**src/rtl/onn_pkg.sv**
```systemverilog
`default_nettype none
// ============================================================================
//  Module      : onn_pkg
//  Description : Shared types for the ONN neuron control blocks: phase-scan
//                FSM state encoding, default counter width and the result
//                record handed to the readout / weight-update logic.
//  Revision    : 1.0 - initial release
// ============================================================================
package onn_pkg;

    // Default phase counter / result width
    localparam int ONN_CNT_W = 16;
    // Index width of the shared result record (covers arrays up to 256 neurons)
    localparam int ONN_IDX_W = 8;

    typedef enum logic [2:0] {
        ST_IDLE     = 3'd0,
        ST_SETTLE   = 3'd1,
        ST_WAIT_REF = 3'd2,
        ST_COUNT    = 3'd3,
        ST_REPORT   = 3'd4,
        ST_FINISH   = 3'd5
    } phase_scan_state_t;

    typedef struct packed {
        logic [ONN_IDX_W-1:0]        idx;
        logic signed [ONN_CNT_W-1:0] phase;
        logic                        timeout;
    } phase_result_t;

endpackage
`default_nettype wire

```
**src/rtl/onn_edge_det.sv**
```systemverilog
`default_nettype none
// ============================================================================
//  Module      : onn_edge_det
//  Description : W-bit registered rising-edge detector. The previous sample is
//                registered every cycle; rise is combinational from it.
//  Revision    : 1.0 - initial release
// ============================================================================
module onn_edge_det #(
    parameter int W = 1
) (
    input  logic         clk,
    input  logic         reset,
    input  logic [W-1:0] sig_in,
    output logic [W-1:0] rise
);

    logic [W-1:0] prev_q;
    logic [W-1:0] prev_d;

    // Next previous-sample value is simply the current input
    always_comb begin
        prev_d = sig_in;
    end

    // Previous-sample register, cleared by the asynchronous reset
    always_ff @(posedge clk or posedge reset) begin
        if (reset) begin
            prev_q <= '0;
        end else begin
            prev_q <= prev_d;
        end
    end

    assign rise = sig_in & ~prev_q;

endmodule
`default_nettype wire

```
**src/rtl/onn_phase_scan_ctrl.sv**
```systemverilog
`default_nettype none
// ============================================================================
//  Module      : onn_phase_scan_ctrl
//  Description : Time-shares one phase-difference measurement over all
//                oscillator neurons. For each target index it measures the
//                lag (in cycles) from a reference rising edge to the next
//                target rising edge and streams results over valid/ready.
//  Revision    : 1.0 - initial release
// ============================================================================
module onn_phase_scan_ctrl
    import onn_pkg::*;
#(
    parameter int N_OSC      = 8,
    parameter int IDX_W      = $clog2(N_OSC),
    parameter int CNT_W      = ONN_CNT_W,
    parameter int SETTLE_CYC = 4,
    parameter int TIMEOUT    = 4096
) (
    input  logic                    clk,
    input  logic                    reset,
    input  logic                    start,
    input  logic [IDX_W-1:0]        ref_sel,
    input  logic [N_OSC-1:0]        osc_in,
    output logic                    busy,
    output logic                    res_valid,
    input  logic                    res_ready,
    output logic [IDX_W-1:0]        res_idx,
    output logic signed [CNT_W-1:0] res_phase,
    output logic                    res_timeout,
    output logic                    done
);

    localparam int SCNT_W = (SETTLE_CYC > 1) ? $clog2(SETTLE_CYC) : 1;
    localparam int TCNT_W = $clog2(TIMEOUT);

    localparam logic [SCNT_W-1:0] c_settle_last = SCNT_W'(SETTLE_CYC - 1);
    localparam logic [TCNT_W-1:0] c_tcnt_last   = TCNT_W'(TIMEOUT - 1);
    localparam logic [IDX_W-1:0]  c_idx_last    = IDX_W'(N_OSC - 1);

    logic [N_OSC-1:0]        w_rise;
    logic                    w_ref_rise;
    logic                    w_tgt_rise;

    phase_scan_state_t       state_q, state_d;
    logic [IDX_W-1:0]        ref_q, ref_d;
    logic [IDX_W-1:0]        idx_q, idx_d;
    logic [SCNT_W-1:0]       scnt_q, scnt_d;
    logic [TCNT_W-1:0]       tcnt_q, tcnt_d;
    logic [CNT_W-1:0]        cnt_q, cnt_d;
    logic                    busy_q, busy_d;
    logic                    res_valid_q, res_valid_d;
    logic [IDX_W-1:0]        res_idx_q, res_idx_d;
    logic signed [CNT_W-1:0] res_phase_q, res_phase_d;
    logic                    res_timeout_q, res_timeout_d;

    logic                    meas_done;
    logic                    meas_to;
    logic [CNT_W-1:0]        meas_phase;

    onn_edge_det #(
        .W (N_OSC)
    ) u_edge_det (
        .clk    (clk),
        .reset  (reset),
        .sig_in (osc_in),
        .rise   (w_rise)
    );

    // Pick the rising-edge flags of the latched reference and current target
    always_comb begin
        w_ref_rise = 1'b0;
        w_tgt_rise = 1'b0;
        for (int k = 0; k < N_OSC; k++) begin
            if (ref_q == IDX_W'(k)) w_ref_rise = w_rise[k];
            if (idx_q == IDX_W'(k)) w_tgt_rise = w_rise[k];
        end
    end

    // Scan sequencing, measurement counters and result capture
    always_comb begin
        state_d       = state_q;
        ref_d         = ref_q;
        idx_d         = idx_q;
        scnt_d        = scnt_q;
        tcnt_d        = tcnt_q;
        cnt_d         = cnt_q;
        busy_d        = busy_q;
        res_valid_d   = res_valid_q;
        res_idx_d     = res_idx_q;
        res_phase_d   = res_phase_q;
        res_timeout_d = res_timeout_q;
        done          = 1'b0;
        meas_done     = 1'b0;
        meas_to       = 1'b0;
        meas_phase    = '0;

        case (state_q)
            ST_IDLE: begin
                if (start) begin
                    // Out-of-range reference falls back to oscillator 0
                    ref_d   = (int'(ref_sel) < N_OSC) ? ref_sel : '0;
                    idx_d   = '0;
                    scnt_d  = '0;
                    busy_d  = 1'b1;
                    state_d = ST_SETTLE;
                end
            end
            ST_SETTLE: begin
                scnt_d = scnt_q + 1'b1;
                if (scnt_q == c_settle_last) begin
                    tcnt_d  = '0;
                    state_d = ST_WAIT_REF;
                end
            end
            ST_WAIT_REF: begin
                tcnt_d = tcnt_q + 1'b1;
                if (idx_q == ref_q) begin
                    meas_done = 1'b1;
                end else if (w_ref_rise && w_tgt_rise) begin
                    meas_done = 1'b1;
                end else if (tcnt_q == c_tcnt_last) begin
                    meas_done = 1'b1;
                    meas_to   = 1'b1;
                end else if (w_ref_rise) begin
                    cnt_d   = CNT_W'(1);
                    state_d = ST_COUNT;
                end
            end
            ST_COUNT: begin
                // Additional reference edges are deliberately ignored here
                tcnt_d = tcnt_q + 1'b1;
                if (w_tgt_rise) begin
                    meas_done  = 1'b1;
                    meas_phase = cnt_q;
                end else if (tcnt_q == c_tcnt_last) begin
                    meas_done = 1'b1;
                    meas_to   = 1'b1;
                end else begin
                    cnt_d = cnt_q + 1'b1;
                end
            end
            ST_REPORT: begin
                // Result stays frozen until accepted; no timeout here
                if (res_ready) begin
                    res_valid_d = 1'b0;
                    if (idx_q == c_idx_last) begin
                        state_d = ST_FINISH;
                    end else begin
                        idx_d   = idx_q + 1'b1;
                        scnt_d  = '0;
                        state_d = ST_SETTLE;
                    end
                end
            end
            ST_FINISH: begin
                done    = 1'b1;
                busy_d  = 1'b0;
                state_d = ST_IDLE;
            end
            default: begin
                state_d = ST_IDLE;
            end
        endcase

        if (meas_done) begin
            res_valid_d   = 1'b1;
            res_idx_d     = idx_q;
            res_phase_d   = $signed(meas_phase);
            res_timeout_d = meas_to;
            state_d       = ST_REPORT;
        end
    end

    // State and datapath registers; reset aborts any scan in progress
    always_ff @(posedge clk or posedge reset) begin
        if (reset) begin
            state_q       <= ST_IDLE;
            ref_q         <= '0;
            idx_q         <= '0;
            scnt_q        <= '0;
            tcnt_q        <= '0;
            cnt_q         <= '0;
            busy_q        <= 1'b0;
            res_valid_q   <= 1'b0;
            res_idx_q     <= '0;
            res_phase_q   <= '0;
            res_timeout_q <= 1'b0;
        end else begin
            state_q       <= state_d;
            ref_q         <= ref_d;
            idx_q         <= idx_d;
            scnt_q        <= scnt_d;
            tcnt_q        <= tcnt_d;
            cnt_q         <= cnt_d;
            busy_q        <= busy_d;
            res_valid_q   <= res_valid_d;
            res_idx_q     <= res_idx_d;
            res_phase_q   <= res_phase_d;
            res_timeout_q <= res_timeout_d;
        end
    end

    assign busy        = busy_q;
    assign res_valid   = res_valid_q;
    assign res_idx     = res_idx_q;
    assign res_phase   = res_phase_q;
    assign res_timeout = res_timeout_q;

endmodule
`default_nettype wire

```
**config.mk**
```make
export PLATFORM = sky130hd
export DESIGN_NAME = onn_phase_scan_ctrl
export DESIGN_NICKNAME = d
export VERILOG_FILES = /design/src/rtl/onn_pkg.sv /design/src/rtl/onn_edge_det.sv /design/src/rtl/onn_phase_scan_ctrl.sv
export SDC_FILE = /design/constraint.sdc
export NUM_CORES = 1
export LEC_CHECK = 0
export CAP_MARGIN = 20
export CORE_ASPECT_RATIO = 1.4
export CORE_MARGIN = 3
export CORE_UTILIZATION = 60
export CTS_CLUSTER_SIZE = 30
export DETAILED_ROUTE_END_ITERATION = 7
export HOLD_SLACK_MARGIN = 0.02
export PLACE_DENSITY = 0.84
export SLEW_MARGIN = 20
export SYNTH_ARGS = -nofsm -noshare
export SYNTH_HDL_FRONTEND = slang
export SYNTH_HIERARCHICAL = 1
export SYNTH_SLANG_ARGS = --single-unit
export TNS_END_PERCENT = 10
```
**constraint.sdc**
```tcl
create_clock -name clk -period 7 [get_ports clk]
set_input_delay 0.7 -clock clk [delete_from_list [all_inputs] [get_ports clk]]
set_output_delay 0.7 -clock clk [all_outputs]
set_load 0.02 [all_outputs]
```
* After elaboration in Yosys (flattened, before gate mapping) *
Cells that the tools add are included.

storage, ports and cells
  register bits = 69
  input bits = 15
  output and inout port bits = 23

operators by class
  bitwise logic cells = 2
  reductions and logical operators = 20
  multiplexer cells = 60
  equality and inequality tests = 40
  add/subtract/negate cells = 4

operator list
  cell                                                                   count
  16-bit two-way mux                                                     8
  3-bit two-way mux                                                      12
  16-bit case mux with 2 select lines                                    1
  3-bit equality test, second input constant                             10
  1-bit two-way mux                                                      28
  12-bit case mux with 2 select lines                                    1
  2-bit != test, second input constant                                   11
  3-bit != test, second input constant                                   7
  3-bit by 2-bit equality test with 1-bit output, second input constant  6
  16-bit by 1-bit adder with 16-bit output, second input constant        1
  3-bit case mux with 5 select lines                                     1
  12-bit by 1-bit adder with 12-bit output, second input constant        1
  12-bit equality test, second input constant                            1
  12-bit two-way mux                                                     1
  2-bit nonzero test                                                     6
  3-bit by 1-bit equality test with 1-bit output, second input constant  3
  3-bit zero test                                                        3
  8-bit AND                                                              1
  8-bit NOT                                                              1
  2-bit AND reduction                                                    4
  4-bit AND reduction                                                    2
  8-bit AND reduction                                                    1
  7-bit AND reduction                                                    1
  2-bit two-way mux                                                      3
  10 further kinds                                                       12

* Depth between registers and ports, before layout *
Gate-level depths: netlist of run 1.

  depth after elaboration = 16
  gate-level depth with buffers = 10
  gate-level depth less buffers = 8

* Cells and area by module *
The synthesis of run 1 kept the hierarchy.

by module, submodules not included
  module               instances  cells an instance  area each (µm²)
  onn_phase_scan_ctrl  1          311                3148.0
  onn_edge_det         1          17                 314.1

* Least setup slack after synthesis of run 1 *
No wires, ideal clock.

  path kind = in2reg
  start = in osc_in[4]
  end = reg res_idx_q[1], in the netlist res_idx[1]
  arrival = 2.719 ns
  stages on the path = 8
  setup slack = 4.154 ns
  buffers on the path = 1
  cell sequence = nor2b_4 -> or3b_1 -> a211o_1 -> o211a_2 -> o311a_1 -> nor3_4 -> buf_6 -> mux2_1

between the ends
  cells in the longest elaborated chain, start to end = 9
  elaborated cells between the ends (all ways) = 14

ends and longest elaborated chain
  element                                            RTL line                                              source
  from (decl)                                        onn_phase_scan_ctrl.sv:23                             input logic [N_OSC-1:0] osc_in,
  8-bit AND (*)                                      onn_edge_det.sv:34                                    assign rise = sig_in & ~prev_q;
  1-bit two-way mux (on tied branches) (4 in a row)  onn_phase_scan_ctrl.sv:74, onn_phase_scan_ctrl.sv:75
  1-bit logical AND                                  onn_phase_scan_ctrl.sv:119                            end else if (w_ref_rise && w_tgt_rise) begin
  1-bit two-way mux                                  onn_phase_scan_ctrl.sv:119
  1-bit two-way mux                                  onn_phase_scan_ctrl.sv:117                            if (idx_q == ref_q) begin
  1-bit case mux with 2 select lines (*)             onn_phase_scan_ctrl.sv:97                             case (state_q)
  to (signal assigned)                               onn_phase_scan_ctrl.sv:197                            res_idx_q <= res_idx_d;
  to (decl)                                          onn_phase_scan_ctrl.sv:52                             logic [IDX_W-1:0] res_idx_q, res_idx_d;

Mark *: on every way between the ends. The rest lies on a longest branch, timed or not.
A chain may end at the register's enable or synchronous reset.

* Final worst setup path of run 1 *
  start = in osc_in[4]
  end = reg res_idx_q[0], in the netlist res_idx[0]

between the ends
  cells in the longest elaborated chain, start to end = 9
  elaborated cells between the ends (all ways) = 14

ends and longest elaborated chain
  element                                            RTL line                                              source
  8-bit AND (*)                                      onn_edge_det.sv:34
  via w_rise[4]                                      onn_phase_scan_ctrl.sv:40                             logic [N_OSC-1:0] w_rise;
  1-bit two-way mux (on tied branches) (4 in a row)  onn_phase_scan_ctrl.sv:74, onn_phase_scan_ctrl.sv:75
  1-bit logical AND                                  onn_phase_scan_ctrl.sv:119
  1-bit two-way mux                                  onn_phase_scan_ctrl.sv:119
  1-bit two-way mux                                  onn_phase_scan_ctrl.sv:117
  1-bit case mux with 2 select lines (*)             onn_phase_scan_ctrl.sv:97

Mark *: on every way through the listed nets, which the timed path passes. The rest lies on a longest branch.

==> results of run 1 <==
[per-stage QoR]
step / cells / setup WS (ps) / hold slack (ps)
final: 436 / 3410 / 488
after global routing: 436 / 3230 / 505
after CTS: 436 / 3460 / 486
after detailed placement: 421 / 3120 / 465
after global placement: 421 / 3200 / 467
after floorplan: 328 / 4150 / 457
[worst max-delay path, stage by stage]
cell	delay, ps
sky130_fd_sc_hd__clkdlybuf4s50_1	440
sky130_fd_sc_hd__nor2b_4	150
sky130_fd_sc_hd__or3b_1	340
sky130_fd_sc_hd__a211o_1	310
sky130_fd_sc_hd__o211a_2	230
sky130_fd_sc_hd__o311a_1	410
sky130_fd_sc_hd__nor3_4	790
sky130_fd_sc_hd__mux2_2	420
[registers in the layout, summed over array words and instances, names as in the netlist, 2 cells and up]
| register | flops |
|---|---|
| u_edge_det/prev_q | 8 |
| ref_q | 3 |
| cnt_q | 16 |
| tcnt_q | 12 |
| idx_q | 3 |
| state_q | 3 |
| res_idx | 3 |
| scnt_q | 2 |
| res_phase | 16 |
[worst paths after layout]
kind | startpoint | to | slack, ps
max | osc_in[4] | res_idx[0] | 3410
min | res_valid | res_valid | 490
max reg2reg | idx_q[1] | res_idx[0] | 3540
min reg2reg | res_valid | res_valid | 490
max in group asynchronous | reset | state_q[0] | 5580
min in group asynchronous | reset | u_edge_det/prev_q[5] | 640
[power by group]
part	total [uW]	switching, uW	internal, uW
sequential	609	113	495
clock	325	144	181
combinational	459	249	210
[per-layer routing]
layer	up-vias	global-route usage
met5	-	0
met4	0	0.105
met3	18	0.0512
met2	76	0.431
met1	1324	0.283
li1	1265	-
[placed cells by master (no fill, tap or decap), drive strengths merged, types with 3 or more instances in the layout]
| master | n |
|---|---|
| nor3b | 3 |
| nor2 | 17 |
| dfrtp | 69 |
| or3 | 3 |
| o21ai | 17 |
| xnor2 | 14 |
| inv | 6 |
| a21oi | 10 |
| o211ai | 4 |
| nor4 | 10 |
| nand2 | 35 |
| nand4 | 9 |
| clkdlybuf4s50 | 37 |
| nor2b | 13 |
| nor3 | 8 |
| mux2i | 5 |
| and3 | 6 |
| ha | 9 |
| and2 | 3 |
| nand3 | 21 |
| clkbuf | 11 |
| mux2 | 7 |
| nand2b | 3 |
| a22o | 16 |
[kinds of logic (layout without fill, tap and decap cells)]
logic type / after synthesis / in the layout / share of synthesized area
muxes: 14 / 14 / 0.0502
and+or+nand+nor: 140 / 140 / 0.232
DFF: 69 / 69 / 0.499
buffers and inverters: 19 / 59 / 0.0242
xor gates and xnor gates: 16 / 16 / 0.0405
AOI/OAI and AO/OA: 61 / 61 / 0.121
adders and majority gates: 9 / 9 / 0.0325
[layout make-up]
type	count	share of cell area
multi-input combinational	240	0.408
timing repair buffer	38	0.0928
clock buffer	11	0.0372
sequential	69	0.424
tap	68	0.0209
clock inverter	4	0.0117
inverter	6	0.00553
==> impl_summary.md, run 1 <==
Global routing
The number of global-route vias before repair was 2,777. The number of antenna violations at the first check in global routing was 0. The total grt overflow is 0.

Entering global routing, the biggest net connects 62 pins. The first global-routing pass estimated 12,900 um of wire. The total global-route track usage is 0.242.

Synth
The netlist area before placement is 3460 um2. Yosys printed 6 warnings. After synthesis, the mean cell area works out to 10.6 um2. The portion of synthesized cell area occupied by the leading cell type is 0.499. The cell type contributing the most total cell area after synthesis is sky130_fd_sc_hd__dfrtp_1.

Synthesis produced 328 cells. Yosys instantiated no cell more often than sky130_fd_sc_hd__dfrtp_1. The most used flip-flop cell after synthesis is sky130_fd_sc_hd__dfrtp_1. The number of nets in the synthesized netlist is 352. The async set-or-reset flop fraction in the synthesized netlist is 1.00. The number of library cell types mapped by synthesis is 49. In this run, synthesis produced a sequential element count of 69. In this run, synthesis inferred 0 flip-flops with an integrated enable. In the synthesized netlist, the cells that appear most often are 69 x sky130_fd_sc_hd__dfrtp_1, 35 x sky130_fd_sc_hd__nand2_1, 21 x sky130_fd_sc_hd__nand3_1.

The share of the Yosys chip area taken by registers is 0.499. Sorting the synthesized cells by area gives the leading types as sky130_fd_sc_hd__dfrtp_1 50%, sky130_fd_sc_hd__a22o_1 4.0%, sky130_fd_sc_hd__nand2_1 3.8%.

Finish
The sequential cells in the finished layout cover a total of 1730 um2. The net count of the finished layout is 388. The area growth from synthesis to layout is 17.7%. The final antenna diode count is 0. In the final layout, the multi-input gates occupy 1660 um2.

The filler cells instantiated in the layout total 408. For this run, the share of the core covered by cells in the final layout is 0.732. The final instance area is 4070 um2. The share of final-layout standard cells stronger than drive strength 1 is 0.106.

Die
38 I/O pins were placed. After floorplanning, the core was sized to cover 5570 um2. For this configuration, the core starts out at a cell density of 0.622.

The cell row count is 32. The width of the die is 70.2 um. The die is 95.9 um tall.

The floorplan step defined a die boundary enclosing 6730 um2.

Timing
Of the available clock period, the critical path in the final layout requires 0.512. At the pin with the least slew margin, the transition time is 931 ps. The hold violation total from the final report is 0.

The relative slew slack is 0.377. The sum of negative setup slack is 0 ps. The post-route clock skew is 9.26 ps. Setup violations remaining at the end of the flow were counted as 0. For the finished layout, the period the worst path requires is 3590 ps. The achievable frequency is 0.279 GHz. Setup repair after global routing left no endpoint under its margin.

The final count of pins violating max slew is 0.

Worst setup path
The nature of the critical path endpoint is a flip-flop. The largest fanout on the critical path is 23. STA classifies the critical path startpoint as a primary input. The worst setup path is of the in2reg kind. For the worst setup path, the data required time is 7220 ps. Measured in cells, the most critical reg-to-reg path has a length of 8. The critical path arrival is 3800 ps.

Clock network
The cell sitting at the root of the clock tree is a sky130_fd_sc_hd__clkbuf_8. In this run the number of H-tree levels came out at 3. The number of buffers inserted during clock tree synthesis is 9. The total number of clock tree sinks is 69. Clock-pin slew was measured on the worst setup and hold paths at 70 ps. The number of hold-repair buffers added at the cts stage is 0.

The post-CTS setup-driven buffer insertion count is 0. After clock tree synthesis, the repair step resized 0 gates. The clock insertion delay at the later pin of the skew report is 340 ps. TritonCTS built the clock tree.

The maximum clock path buffer count is 2.

Placed design
At the end of routability-driven placement, the weighted congestion stood at 0.907. The detailed placement HPWL is 5240 um. Buffers placed on the I/O ports in this run total 37. The placed cell area is 3870 um2.

Worst hold path
The number of stages on the worst hold path is 2. In this run the worst hold path is classified as reg2reg.

Routing
The top routing layer in use is met4. The met3 layer wire length in the routed design is 292 um. In the final routed layout, each cell accounts on average for 17.1 um.

Once detail routing completed, the nets flagged for antenna violations numbered 0. The routed length on met2 is 3990 um. In the routed layout, each cell is associated on average with a via count of 6.15. After detailed routing, the total wire length is 7440 um. In the routed design, unresolved DRC markers number 0.

For this block, the initial DRC count from the detailed router was 188. The via total after detailed routing is 2,683. The first-pass iteration count of the detailed router is 4. In the final routing, the length of wire on met1 measures 3000 um.

Flow run
The number of max-cap violations is 0.

Pwr
The total chip power is 1390 uW. In this run the power density over the cells is 342 nW/um2. The peak supply drop is 0.000260 V.

Summed over all cells, the static leakage comes to 0.00174 uW.

Outcome
The flow ran to the end, and the final reports show no timing, DRC or antenna violations.
No activity file was read; power rests on OpenSTA's default activity.
==> run 2, diff against run 1 <==
--- a/config.mk
+++ b/config.mk
@@ -8,11 +8,11 @@
 export CAP_MARGIN = 20
 export CORE_ASPECT_RATIO = 1.4
 export CORE_MARGIN = 3
-export CORE_UTILIZATION = 60
+export CORE_UTILIZATION = 56
 export CTS_CLUSTER_SIZE = 30
 export DETAILED_ROUTE_END_ITERATION = 7
 export HOLD_SLACK_MARGIN = 0.02
-export PLACE_DENSITY = 0.84
+export PLACE_DENSITY = 0.79
 export SLEW_MARGIN = 20
 export SYNTH_ARGS = -nofsm -noshare
 export SYNTH_HDL_FRONTEND = slang
==> constraint.sdc (replaced) <==
create_clock -name clk -period 3.3 [get_ports clk]
set_input_delay 0.33 -clock clk [delete_from_list [all_inputs] [get_ports clk]]
set_output_delay 0.33 -clock clk [all_outputs]
set_load 0.02 [all_outputs]
==> run 2 against run 1 <==
Effect of this change: critical path type is now reg2reg; critical endpoint is now res_idx[1]; register-to-register slack got worse by 3100 ps; design area increased by 2.8%; clock power rose to 2.8 times the previous value.
==> impl_summary.md, run 2 (synthesized netlist as in run 1, its figures left out) <==
Global routing
The total grt overflow is 0 (unchanged). The number of antenna violations at the first check in global routing is 0 (unchanged). The total global-route track usage was 0.222 (was 0.242). The number of global-route vias before repair was 2,737 (was 2,777). The first-pass GRT wire length is 12,400 um (was 12,900 um). The maximum number of pins on one net before global-route repair is 62 (unchanged).

Die
The die height is 99.0 um (was 95.9 um). The cell row count is 33 (was 32). The initial cell density of the core is 0.586 (was 0.622). The placeable core area is 5900 um2 (was 5570 um2). The I/O pin total is 38 (unchanged). The width of the die is 72.5 um (was 70.2 um).

The area of the die is 7180 um2 (was 6730 um2).

Timing
The hold violation total from the final report came to 0 (unchanged). The relative slew slack is 0.493 (was 0.377). RSZ-0062 raised after global routing: no (unchanged).

Subtracting the final worst setup slack from the clock period gives 2900 ps. The total of endpoints with negative setup slack in the final report is 0 (unchanged). The worst hold-check slack came to 256 ps (was 488 ps). The sum of negative setup slack is 0 ps (unchanged). The slew at the pin closest to its max-slew limit came to 761 ps (was 931 ps).

The achievable frequency is 0.345 GHz. The final count of pins violating max slew is 0 (unchanged). The portion of the clock cycle consumed by the worst path in the final layout is 0.877.

The post-route clock skew is 7.78 ps (was 9.26 ps).

Finish
The final antenna diode count is 0 (unchanged). The number of nets in the final layout was 396 (was 388). The area of the multi-input gates is 1650 um2 (was 1660 um2). The share of final-layout standard cells stronger than drive strength 1 is 0.119 (was 0.106). Commonest non-fill, non-tap cells in the layout: 69 x sky130_fd_sc_hd__dfrtp_1, 37 x sky130_fd_sc_hd__clkdlybuf4s50_1, 35 x sky130_fd_sc_hd__nand2_1 (unchanged). The most frequent standard cell in the layout excluding fill and tap cells is sky130_fd_sc_hd__dfrtp_1 (unchanged). The sequential cell area is 1730 um2 (unchanged). The area overhead of the layout relative to synthesis is 21.0% (was 17.7%). The final instance area is 4190 um2 (was 4070 um2). The number of inserted filler cells in the final layout is 438 (was 408).

Pwr
The net switching power figure is 1070 uW (was 506 uW). The internal power contribution is 2100 uW (was 886 uW). The share of total power in the clock network is 0.284 (was 0.233). The peak supply drop is 0.000484 V (was 0.000260 V). The leakage power is 0.00180 uW (was 0.00174 uW). The logic gate share of total power is 0.314 (was 0.330). The share of total power in sequential cells is 0.402 (was 0.437).

The net switching share of the total power is 0.338 (was 0.364). The power density over cell area was 759 nW/um2 (was 342 nW/um2).

Placed design
The count of buffers inserted at the top-level ports is 37 (unchanged). The detailed placement HPWL came to 5130 um (was 5240 um). The placed cell area is 3930 um2 (was 3870 um2). The placer congestion estimate is 0.840 (was 0.907).

Worst setup path
Ordered list of cells on the worst path: inv_1 -> ha_1 -> or3b_1 -> a211o_1 -> o211a_2 -> o311a_1 -> nor3_4 -> buf_4 -> mux2_1 (was clkdlybuf4s50_1 -> nor2b_4 -> or3b_1 -> a211o_1 -> o211a_2 -> o311a_1 -> nor3_4 -> mux2_2). The nature of the critical path endpoint is a flip-flop (unchanged). The critical path arrival is 3130 ps (was 3800 ps). The launching element type of the critical path is a flip-flop (was primary input). The slowest cell on the critical path is sky130_fd_sc_hd__dfrtp_1 (was sky130_fd_sc_hd__nor3_4). The required arrival time at the worst endpoint is 3540 ps (was 7220 ps). The largest fanout on the critical path is 6 (was 23). The source of the worst register-to-register timing path is idx_q[1] (unchanged). The path type of the worst setup path is reg2reg (was in2reg).

The maximum single-stage delay on the critical path came to 460 ps (was 790 ps). The launching element of the worst setup path is idx_q[1] (was osc_in[4]).

Routing
The final antenna-violating net count was 0 (unchanged). The number of design rule violations left after detail routing is 0 (unchanged). The via density per instance was 6.05 (was 6.15). The via total after detailed routing is 2,706 (was 2,683).

The routed wirelength normalized by instance count is 16.2 um (was 17.1 um). The routed wire length was 7220 um (was 7440 um). The first-pass iteration count of the detailed router is 4 (unchanged). The violation count after the first detailed-routing iteration was 196 (was 188).

Clock network
The number of buffers inserted during clock tree synthesis was 9 (unchanged). The clock-pin transition on the worst setup and hold timing paths was 80 ps (was 70 ps). The total number of clock tree sinks is 69 (unchanged).

The number of hold-repair buffers added at the cts stage is 0 (unchanged). The post-cts sizing count is 0 (unchanged). The post-CTS setup-driven buffer insertion count is 0 (unchanged). The maximum clock path buffer count came to 2 (unchanged). The root buffer selected by CTS is sky130_fd_sc_hd__clkbuf_8 (unchanged). The number of H-tree branching levels is 3 (unchanged). The clock tree from TritonCTS is built (unchanged).

The clock insertion delay at the later pin of the skew report is 350 ps (was 340 ps).

Flow run
The number of max-cap violations was 0 (unchanged).

Outcome
Run status: finished clean (unchanged).

Worst hold path
The type of the tightest min-delay check is in2async (was reg2reg).
## run 2: changes by cell type in the layout (fill, tap and decap cells not counted), sizes merged
cell      change
buf           +8
bufinv        +3
clkinv        -2
clkbuf        -1
clkinvlp      +1
## run 2: stage by stage
| stage | power (uW) | utilization | setup slack [ps] | std cells |
|---|---|---|---|---|
| global route | 3360 | 0.709 | 278 | 447 |
| finish | 3180 | 0.709 | 405 | 447 |
| CTS | 3200 | 0.709 | 418 | 447 |
| floorplan | 1930 | - | 536 | 328 |
| global placement | 2250 | 0.665 | 397 | 431 |
| detailed placement | 2290 | 0.665 | 360 | 431 |
## run 2: layer usage
layer	wire [um]	track usage	part of all wire	up-vias
met3	260	0.0582	0.036	12
met1	2980	0.263	0.41	1354
met4	133	0.0838	0.018	0
li1	-	-	-	1283
met5	0	0	0	-
met2	3850	0.381	0.53	57
## run 2: worst max-delay path: cells and delay by family, from the launching register on
kind,cells,cell delay (ps)
buffers and inverters,2,270
flip-flops,1,460
AND/OR/NAND/NOR,2,590
AO/OA/AOI/OAI,3,890
adder cells (fa/ha/maj),1,240
multiplexers,1,320
## run 2: final timing paths
kind                       cells past startpoint  slack [ps]              endpoint
max in group asynchronous                      3        2260            res_idx[2]
setup reg to reg                               9         400            res_idx[1]
setup / recovery                               9         400            res_idx[1]
min in group clk                               1         450  u_edge_det/prev_q[3]
hold / removal                                 2         260  u_edge_det/prev_q[3]
hold reg to reg                                1         480                  busy
## run 2: power groups by stage
stage / Clock, uW / Combinational, uW / Sequential (uW)
4_1_cts: 912 / 1010 / 1280
3_5_place_dp: 0 / 1000 / 1290
5_1_grt: 948 / 1100 / 1310
6_report: 901 / 999 / 1280
2_1_floorplan: 0 / 629 / 1300
3_3_place_gp: 0 / 972 / 1280
## run 2: layout make-up
cell class                 instances  share of cell area
tap                               70              0.0209
clock inverter                     6              0.0323
multi-input combinational        240               0.394
sequential                        69               0.412
clock buffer                      10              0.0305
timing repair buffer              46               0.105
inverter                           6             0.00538
